**config.mk**
```make
export PLATFORM = sky130hd
export DESIGN_NAME = ltf_time_assembler
export DESIGN_NICKNAME = d
export VERILOG_FILES = /design/src/rtl/openofdm_tx_pkg.sv /design/src/rtl/ltf_sample_ram.sv /design/src/rtl/ltf_time_assembler.sv
export SDC_FILE = /design/constraint.sdc
export NUM_CORES = 2
export LEC_CHECK = 0
export BUFFER_PORTS_ARGS = -buffer_cell sky130_fd_sc_hd__clkbuf_2
export CORE_ASPECT_RATIO = 0.8
export CORE_MARGIN = 2
export CORE_UTILIZATION = 55
export DETAILED_ROUTE_END_ITERATION = 10
export GPL_ROUTABILITY_DRIVEN = 1
export PLACE_DENSITY_LB_ADDON = 0.1
export SYNTH_ARGS = -nofsm -noshare
export SYNTH_HDL_FRONTEND = slang
export SYNTH_SLANG_ARGS = --single-unit
```
**constraint.sdc**
```tcl
create_clock -name clk -period 5 [get_ports clk]
set_clock_uncertainty 0.15 [all_clocks]
set_input_delay 0.25 -clock clk [delete_from_list [all_inputs] [get_ports clk]]
set_output_delay 0.25 -clock clk [all_outputs]
set_load 0.02 [all_outputs]
```
**src/rtl/openofdm_tx_pkg.sv**
```systemverilog
// Shared definitions for the OFDM transmit path: LTF sizing, sample format, FSM encoding.
package openofdm_tx_pkg;

   localparam int unsigned LTF_FFT_LEN = 64;
   localparam int unsigned SAMPLE_W    = 32;
   localparam int unsigned LTF_IDX_W   = $clog2(LTF_FFT_LEN);

   typedef enum logic [2:0] {
      IDLE,
      CAPTURE,
      EMIT_CP,
      EMIT_SYM,
      DONE
   } ltf_state_e;

   // First buffer index that belongs to the cyclic prefix.
   function automatic logic [LTF_IDX_W-1:0] cp_start(input int unsigned cp_len);
      return LTF_IDX_W'(LTF_FFT_LEN - cp_len);
   endfunction

endpackage

```
**src/rtl/ltf_sample_ram.sv**
```systemverilog
// 64x32 simple dual-port sample store: one write port, one registered read port, no reset.
module ltf_sample_ram
   import openofdm_tx_pkg::*;
(
   input  logic                 clk_i,
   input  logic                 wr_en_i,
   input  logic [LTF_IDX_W-1:0] wr_addr_i,
   input  logic [SAMPLE_W-1:0]  wr_data_i,
   input  logic                 rd_en_i,
   input  logic [LTF_IDX_W-1:0] rd_addr_i,
   output logic [SAMPLE_W-1:0]  rd_data_o
);

   logic [SAMPLE_W-1:0] mem [LTF_FFT_LEN];

   // Write port.
   always_ff @(posedge clk_i) begin
      if (wr_en_i) begin
         mem[wr_addr_i] <= wr_data_i;
      end
   end

   // Registered read; data holds when rd_en_i is low so a stalled output stays put.
   always_ff @(posedge clk_i) begin
      if (rd_en_i) begin
         rd_data_o <= mem[rd_addr_i];
      end
   end

endmodule

```
**src/rtl/ltf_time_assembler.sv**
```systemverilog
// Captures one 64-sample IFFT symbol and replays it as cyclic prefix + NUM_SYM bodies.
module ltf_time_assembler
   import openofdm_tx_pkg::*;
#(
   parameter int unsigned CP_LEN  = 32,
   parameter int unsigned NUM_SYM = 2
) (
   input  logic                clk,
   input  logic                rstn,
   input  logic                start_i,
   input  logic [SAMPLE_W-1:0] ifft_data_i,
   input  logic                ifft_valid_i,
   output logic                ifft_ready_o,
   output logic [SAMPLE_W-1:0] ltf_data_o,
   output logic                ltf_valid_o,
   input  logic                ltf_ready_i,
   output logic                busy_o,
   output logic                done_o
);

   localparam logic [LTF_IDX_W-1:0] IdxLast = LTF_IDX_W'(LTF_FFT_LEN - 1);
   localparam logic [LTF_IDX_W-1:0] CpStart = cp_start(CP_LEN);
   localparam logic [1:0]           SymLast = 2'(NUM_SYM - 1);

   ltf_state_e state_q, state_d;

   logic [LTF_IDX_W-1:0] wr_idx_q;
   logic [LTF_IDX_W-1:0] rd_idx_q;
   logic [1:0]           sym_cnt_q;
   logic                 last_issued_q;
   logic                 valid_q;
   logic [SAMPLE_W-1:0]  rd_data;

   logic cap_we;
   logic cap_last;
   logic advance;
   logic xfer;
   logic cp_issue;
   logic sym_issue;
   logic rd_en;

   // Handshake and read-issue decode; a read is issued only when the output slot frees up.
   always_comb begin
      advance   = !valid_q || ltf_ready_i;
      xfer      = valid_q && ltf_ready_i;
      cap_we    = (state_q == CAPTURE) && ifft_valid_i;
      cap_last  = cap_we && (wr_idx_q == IdxLast);
      cp_issue  = (state_q == EMIT_CP) && advance;
      sym_issue = (state_q == EMIT_SYM) && !last_issued_q && advance;
      rd_en     = cp_issue || sym_issue;
   end

   // State register.
   always_ff @(posedge clk or negedge rstn) begin
      if (!rstn) begin
         state_q <= IDLE;
      end else begin
         state_q <= state_d;
      end
   end

   // Next-state logic; DONE is entered only once the final sample has actually transferred.
   always_comb begin
      state_d = state_q;
      unique case (state_q)
         IDLE:     if (start_i) state_d = CAPTURE;
         CAPTURE:  if (cap_last) state_d = EMIT_CP;
         EMIT_CP:  if (cp_issue && (rd_idx_q == IdxLast)) state_d = EMIT_SYM;
         EMIT_SYM: if (last_issued_q && xfer) state_d = DONE;
         DONE:     state_d = IDLE;
         default:  state_d = IDLE;
      endcase
   end

   // Output decode; data is forced to zero whenever nothing valid is presented.
   always_comb begin
      ifft_ready_o = (state_q == CAPTURE);
      busy_o       = (state_q == CAPTURE) || (state_q == EMIT_CP) || (state_q == EMIT_SYM);
      done_o       = (state_q == DONE);
      ltf_valid_o  = valid_q;
      ltf_data_o   = valid_q ? rd_data : '0;
   end

   // Indices, symbol counter and output-valid pipeline stage.
   always_ff @(posedge clk or negedge rstn) begin
      if (!rstn) begin
         wr_idx_q      <= '0;
         rd_idx_q      <= '0;
         sym_cnt_q     <= '0;
         last_issued_q <= 1'b0;
         valid_q       <= 1'b0;
      end else begin
         if ((state_q == IDLE) && start_i) begin
            wr_idx_q <= '0;
         end else if (cap_we) begin
            wr_idx_q <= wr_idx_q + 1'b1;
         end

         if (cap_last) begin
            rd_idx_q      <= CpStart;
            sym_cnt_q     <= '0;
            last_issued_q <= 1'b0;
         end else if (rd_en) begin
            // Index 63 wraps to 0, which is exactly where each body starts.
            rd_idx_q <= rd_idx_q + 1'b1;
            if (sym_issue && (rd_idx_q == IdxLast)) begin
               sym_cnt_q <= sym_cnt_q + 1'b1;
               if (sym_cnt_q == SymLast) begin
                  last_issued_q <= 1'b1;
               end
            end
         end

         if (advance) begin
            valid_q <= rd_en;
         end
      end
   end

   ltf_sample_ram u_ram (
      .clk_i     (clk),
      .wr_en_i   (cap_we),
      .wr_addr_i (wr_idx_q),
      .wr_data_i (ifft_data_i),
      .rd_en_i   (rd_en),
      .rd_addr_i (rd_idx_q),
      .rd_data_o (rd_data)
   );

endmodule

```
Word level (Yosys, flattened, before mapping)
Memories as Yosys holds them, arrays and structs flattened. A register that Yosys moved wholly into a read port is not among the register bits.
Index checks and enable logic that the tools add are counted.

cells by class
  $add $sub $neg = 3
  equal/unequal tests = 11
  mux-type cells = 19
  reductions and logical operators = 24

operators with widths
  operator                                               number
  2-to-1 mux 32 bit                                      1
  2-to-1 mux 6 bit                                       4
  adder 6 x 1 -> 6 bit, second input constant            2
  == test 6 bit, second input constant                   2
  2-to-1 mux 3 bit                                       4
  one-hot mux 3 bit (4 select lines)                     1
  logical AND 1 bit                                      10
  nonzero test 2 bit                                     4
  == test 3 x 2 -> 1 bit, second input constant          2
  2-to-1 mux 1 bit                                       6
  2-to-1 mux 2 bit                                       3
  logical OR 1 bit                                       4
  inequality test 2 x 1 -> 1 bit, second input constant  2
  inequality test 2 bit, second input constant           2
  AND reduction 4 bit                                    1
  == test 3 x 1 -> 1 bit, second input constant          1
  == test 3 bit, second input constant                   1
  logical NOT 3 bit                                      1
  AND reduction 3 bit                                    1
  adder 2 x 1 -> 2 bit, second input constant            1
  == test 2 x 1 -> 1 bit, second input constant          1
  logical NOT 1 bit                                      2
  AND reduction 2 bit                                    1

word-level totals
  register bits = 19
  memory bits (writable) = 2048
  output and inout port bits = 36
  word-level logic and storage cells = 64
  memories = 1

memory list
  name       words  width  rd ports  clocked after memory_dff  write ports  RTL line              source
  u_ram.mem  64     32     1         1                         1            ltf_sample_ram.sv:14  logic [SAMPLE_W-1:0] mem [LTF_FFT_LEN];

Longest topological paths before layout
  word-level depth = 7
  depth in mapped cells = 10

Modules after synthesis
Synthesis repeated with hierarchy kept, for this count alone.

second synthesis, totals
  cell total of the unflattened synthesis = 3458
  area, all modules = 80058.0 µm²

modules (own cells, without submodules)
  module              instances  cells an instance  area each (µm²)
  ltf_sample_ram      1          3324               78835.6
  ltf_time_assembler  1          134                1222.4

Worst setup path before layout
No wires, ideal clock.

  path kind = reg2reg
  start = register state_q[2]
  end = memory u_ram.mem[55][0] (enable)
  library setup time = 421 ps
  arrival = 2791 ps
  required time = 4429 ps
  setup slack = 1638 ps
  cell stages (with the launch flop) = 7
  path buffers = 2
  cells stage by stage = dfrtp_1 -> nor4bb_1 -> clkbuf_1 -> and2_1 -> nand3_1 -> clkbuf_1 -> nor2_1

between the ends
  longest elaborated chain between the ends = 4

RTL lines
  item                                    RTL line                  source
  start: declaration                      ltf_time_assembler.sv:25  ltf_state_e state_q, state_d;
  start signal: assignment                ltf_time_assembler.sv:58  state_q <= state_d;
  == test 3 x 1 -> 1 bit                  ltf_time_assembler.sv:46  cap_we = (state_q == CAPTURE) && ifft_valid_i;
  logical AND 1 bit                       ltf_time_assembler.sv:46
  2-to-1 mux 1 bit                        ltf_sample_ram.sv:18      if (wr_en_i) begin
  2-to-1 mux 1 bit (implied by the code)  ltf_sample_ram.sv:19      mem[wr_addr_i] <= wr_data_i;
  end: declaration                        ltf_sample_ram.sv:14

No other way between the ends.

==> flow_summary.toml <==
[power]
leakage_nw = 28.1
netSwitchingFraction_pct = 27.5
power_mw = 45.1
power.density_nw_per_um2 = 498
p_switching_mw = 12.4
p_clk_share_pct = 32.1
cell_internal_pwr_mw = 32.7
pwr-share-comb_pct = 22.2
peakVddDrop_mv = 0.470
p_seq_share_pct = 45.7

[critical_path]
critPathSlowestCell = "dfrtp_4"
cp_slowest_stage_delay_ns = 0.92
path_cells = "buf_4 > nand2b_2 > buf_4 > o22ai_1 > nor3_1 > or3_1"
required_ns = 5.52
end_kind = "flip-flop"
crit_arrival_ns = 4.43
path_class = "reg -> reg"
critPathBufInv = 2
critical_path.top_delay_family = "simple AND/OR/NAND/NOR gates"
crit_fanout = 35
startpoint_type = "flip-flop"
crit_top_cell = "buf_4"

[sta]
setup_viol = 0
max-slew-margin-rel_pct = 12.7
drv_slew = 0
fin_crit_ns = 3.91
period_share_pct = 78.2
hold-worst-slack_ns = 0.195
fin_setup_tns_ns = 0
worst_pin_slew_ns = 1.31
fmax_ghz = 0.256
hold_viol_final = 0
rsz0062_at_grt = "no"

[yosys]
synth.distinct_cells = 46
synth_edf_count = 2080
yosys_most_used_dff = "edfxtp_1"
ys_warn_count = 0
yosysSeqAreaShare_pct = 78.4
synth_seq_cells = 2099
syn_area_um2 = 80300
avgSynthCellArea_um2 = 21.8
async_flop_share_pct = 0.905
synth_cells = 3677
syn-num-nets = 3717

[clocking]
h-tree-depth = 4
numClockSinks = 2099
cts_resized = 0
cts_setup_buffers = 0
cts-root-buf = "clkbuf_16"
insertion_delay_ns = 0.82
clkSlewWorstSetupHoldPaths_ns = 0.07
clock_path_buffers = 3
cts_inserted_buffers = 195
cts_tree = "yes"

[placement]
port_buffers = 72
dpl.hpwl_um = 116000
gp_routability_congestion = 0.800
dp_cells = 5618
place_area_um2 = 84000

[grt]
grt_max_degree = 118
grt_use_total_pct = 27.6
met3_usage_pct = 4.08
grt_pass1_wl_um = 291000
grt_util_met1_pct = 41.2
grt-busiest-layer = "met2"
grt_pass1_vias = 40000
grt_antenna_before_repair = 8
overflow = 0
use_met2_pct = 42.8

[flow_run]
cap_violations = 0

[cells_and_area]
final_cell_area_um2 = 90500
nNetsFinal = 3984
drive_gt1_share_pct = 25.1
areaGrowthSynthToFinish_pct = 12.7
antenna_cells = 0
multi_input_area_um2 = 16800
layout.cells.non_filler = 6009
fill_cells = 9875
seq_area_um2 = 63000

[route]
via_per_inst = 6.59
drtPass1Iterations = 9
wl_um = 204000
first_iter_violations = 5024
final_antenna_net_count = 0
drc = 0
vias = 39600
wire_per_inst_um = 34.0

[die]
rows = 125
ios = 73
core_area_um2 = 145000
initial_utilization_pct = 55.3
design.die.area_um2 = 149000
die_y_um = 346
die_w_um = 431

[outcome]
outcome = "finished, final reports clean"

[worst_hold_path]
holdCritPathClass = "in -> reg"
[worst paths after layout]
| check | slack, ns | cells past startpoint | end | from |
|---|---|---|---|---|
| worst max-delay path | 1.09 | 6 | u_ram.rd_data_o[11] | rd_idx_q[0] |
| worst min-delay path | 0.20 | 4 | ltf_valid_o | ltf_ready_i |
| worst max register to register | 1.09 | 6 | u_ram.rd_data_o[11] | rd_idx_q[0] |
| worst min register to register | 0.42 | 2 | sym_cnt_q[1] | sym_cnt_q[1] |
| max in group asynchronous | 3.35 | 3 | rd_idx_q[1] | rstn |
| min in group asynchronous | 0.58 | 3 | wr_idx_q[4] | rstn |
[registers in the layout, summed over array words and instances, names as in the netlist]
register         count
u_ram.mem         2048
u_ram.rd_data_o     32
rd_idx_q             6
wr_idx_q             6
state_q              3
sym_cnt_q            2
last_issued_q        1
ltf_valid_o          1
[routing by layer]
metal | up-vias | share of wire (%)
met5 | - | 0
met3 | 306 | 8.3
met4 | 0 | 2.9
met1 | 21300 | 41
li1 | 16100 | -
met2 | 1914 | 47
[cells in the mapped netlist (3+ instances only)]
master,number,area share [%]
mux2_2,14,0.20
nand3_1,7,0.044
ha_1,3,0.047
buf_2,73,0.45
a221oi_1,32,0.35
nand3b_1,4,0.037
xnor2_1,4,0.044
o21ai_1,7,0.044
clkbuf_1,77,0.36
o21ai_0,28,0.17
nor2_1,93,0.43
buf_6,13,0.18
nand2_1,48,0.22
inv_1,3,0.014
buf_4,28,0.26
a211o_1,13,0.14
a211oi_1,96,0.90
or2_2,3,0.023
o2111ai_1,7,0.076
dfrtp_1,19,0.59
a22o_1,12,0.13
nor2b_1,40,0.31
o22a_1,7,0.076
edfxtp_1,2080,78
mux2i_1,244,3.0
a22oi_1,34,0.32
mux4_2,416,12
nand4_1,3,0.023
xor2_1,6,0.065
o22ai_1,82,0.64
and2_1,37,0.29
o221ai_1,25,0.27
nor3_1,34,0.21
nand2b_1,5,0.039
or3b_2,4,0.044
or3_1,14,0.11
buf_1,22,0.10
a21oi_1,32,0.20
[cells by family (layout without fill, tap and decap cells)]
| kind of cell | count (synthesis) | count (layout) | share of synthesized area [%] |
|---|---|---|---|
| buf+inv | 217 | 644 | 1.38 |
| fa+ha+maj | 3 | 3 | 0.0467 |
| compound gates | 377 | 377 | 3.34 |
| xor+xnor | 10 | 10 | 0.109 |
| simple gates | 297 | 297 | 1.84 |
| flops | 2099 | 2099 | 78.4 |
| mux | 674 | 674 | 14.9 |
[final cells by class]
| class | instances | share of cell area, % |
|---|---|---|
| multi-input combinational | 1361 | 18.5 |
| inverter | 3 | 0.0124 |
| tap | 1905 | 2.63 |
| clock inverter | 104 | 1.03 |
| clock buffer | 253 | 5.76 |
| timing repair buffer | 284 | 2.49 |
| sequential | 2099 | 69.6 |
[cell usage in the layout (no fill, tap or decap), types with 36 or more instances in the layout]
| master | instances |
|---|---|
| a211oi_1 | 96 |
| and2_1 | 36 |
| buf_4 | 161 |
| clkbuf_1 | 52 |
| clkbuf_16 | 200 |
| clkbuf_2 | 72 |
| clkinv_1 | 42 |
| clkinv_2 | 37 |
| edfxtp_1 | 2080 |
| mux2i_1 | 244 |
| mux4_2 | 416 |
| nand2_1 | 48 |
| nor2_4 | 65 |
| nor2b_1 | 37 |
| o22ai_1 | 82 |
[power groups by stage]
stage | clock [mW] | sequential [mW] | combinational, mW
after floorplan | 0 | 20.6 | 7.20
after global placement | 0 | 20.9 | 9.92
after detailed placement | 0 | 21.0 | 10.1
after CTS | 14.7 | 20.6 | 10.1
after global routing | 15.4 | 20.7 | 10.6
final | 14.5 | 20.6 | 9.99
[worst register-to-register path: stages, from the launching register on]
cell	delay (ns)
dfrtp_4	0.92
buf_4	0.60
nand2b_2	0.78
buf_4	0.29
o22ai_1	0.10
nor3_1	0.73
or3_1	0.21
[repair_timing]
item / in CTS / in global routing
hold buffers: 34 / 0
endpoints found under the hold margin: 1642 / 0
endpoints found under the setup margin: 0 / 0
[per-stage QoR]
stage	util [%]	worst slack, ns
after CTS	62.4	1.02
after detailed placement	57.9	1.08
after floorplan	-	1.64
after global routing	62.4	0.941
final	62.4	1.09
after global placement	57.9	1.10
Note: power is estimated with default switching activity, not from simulation.
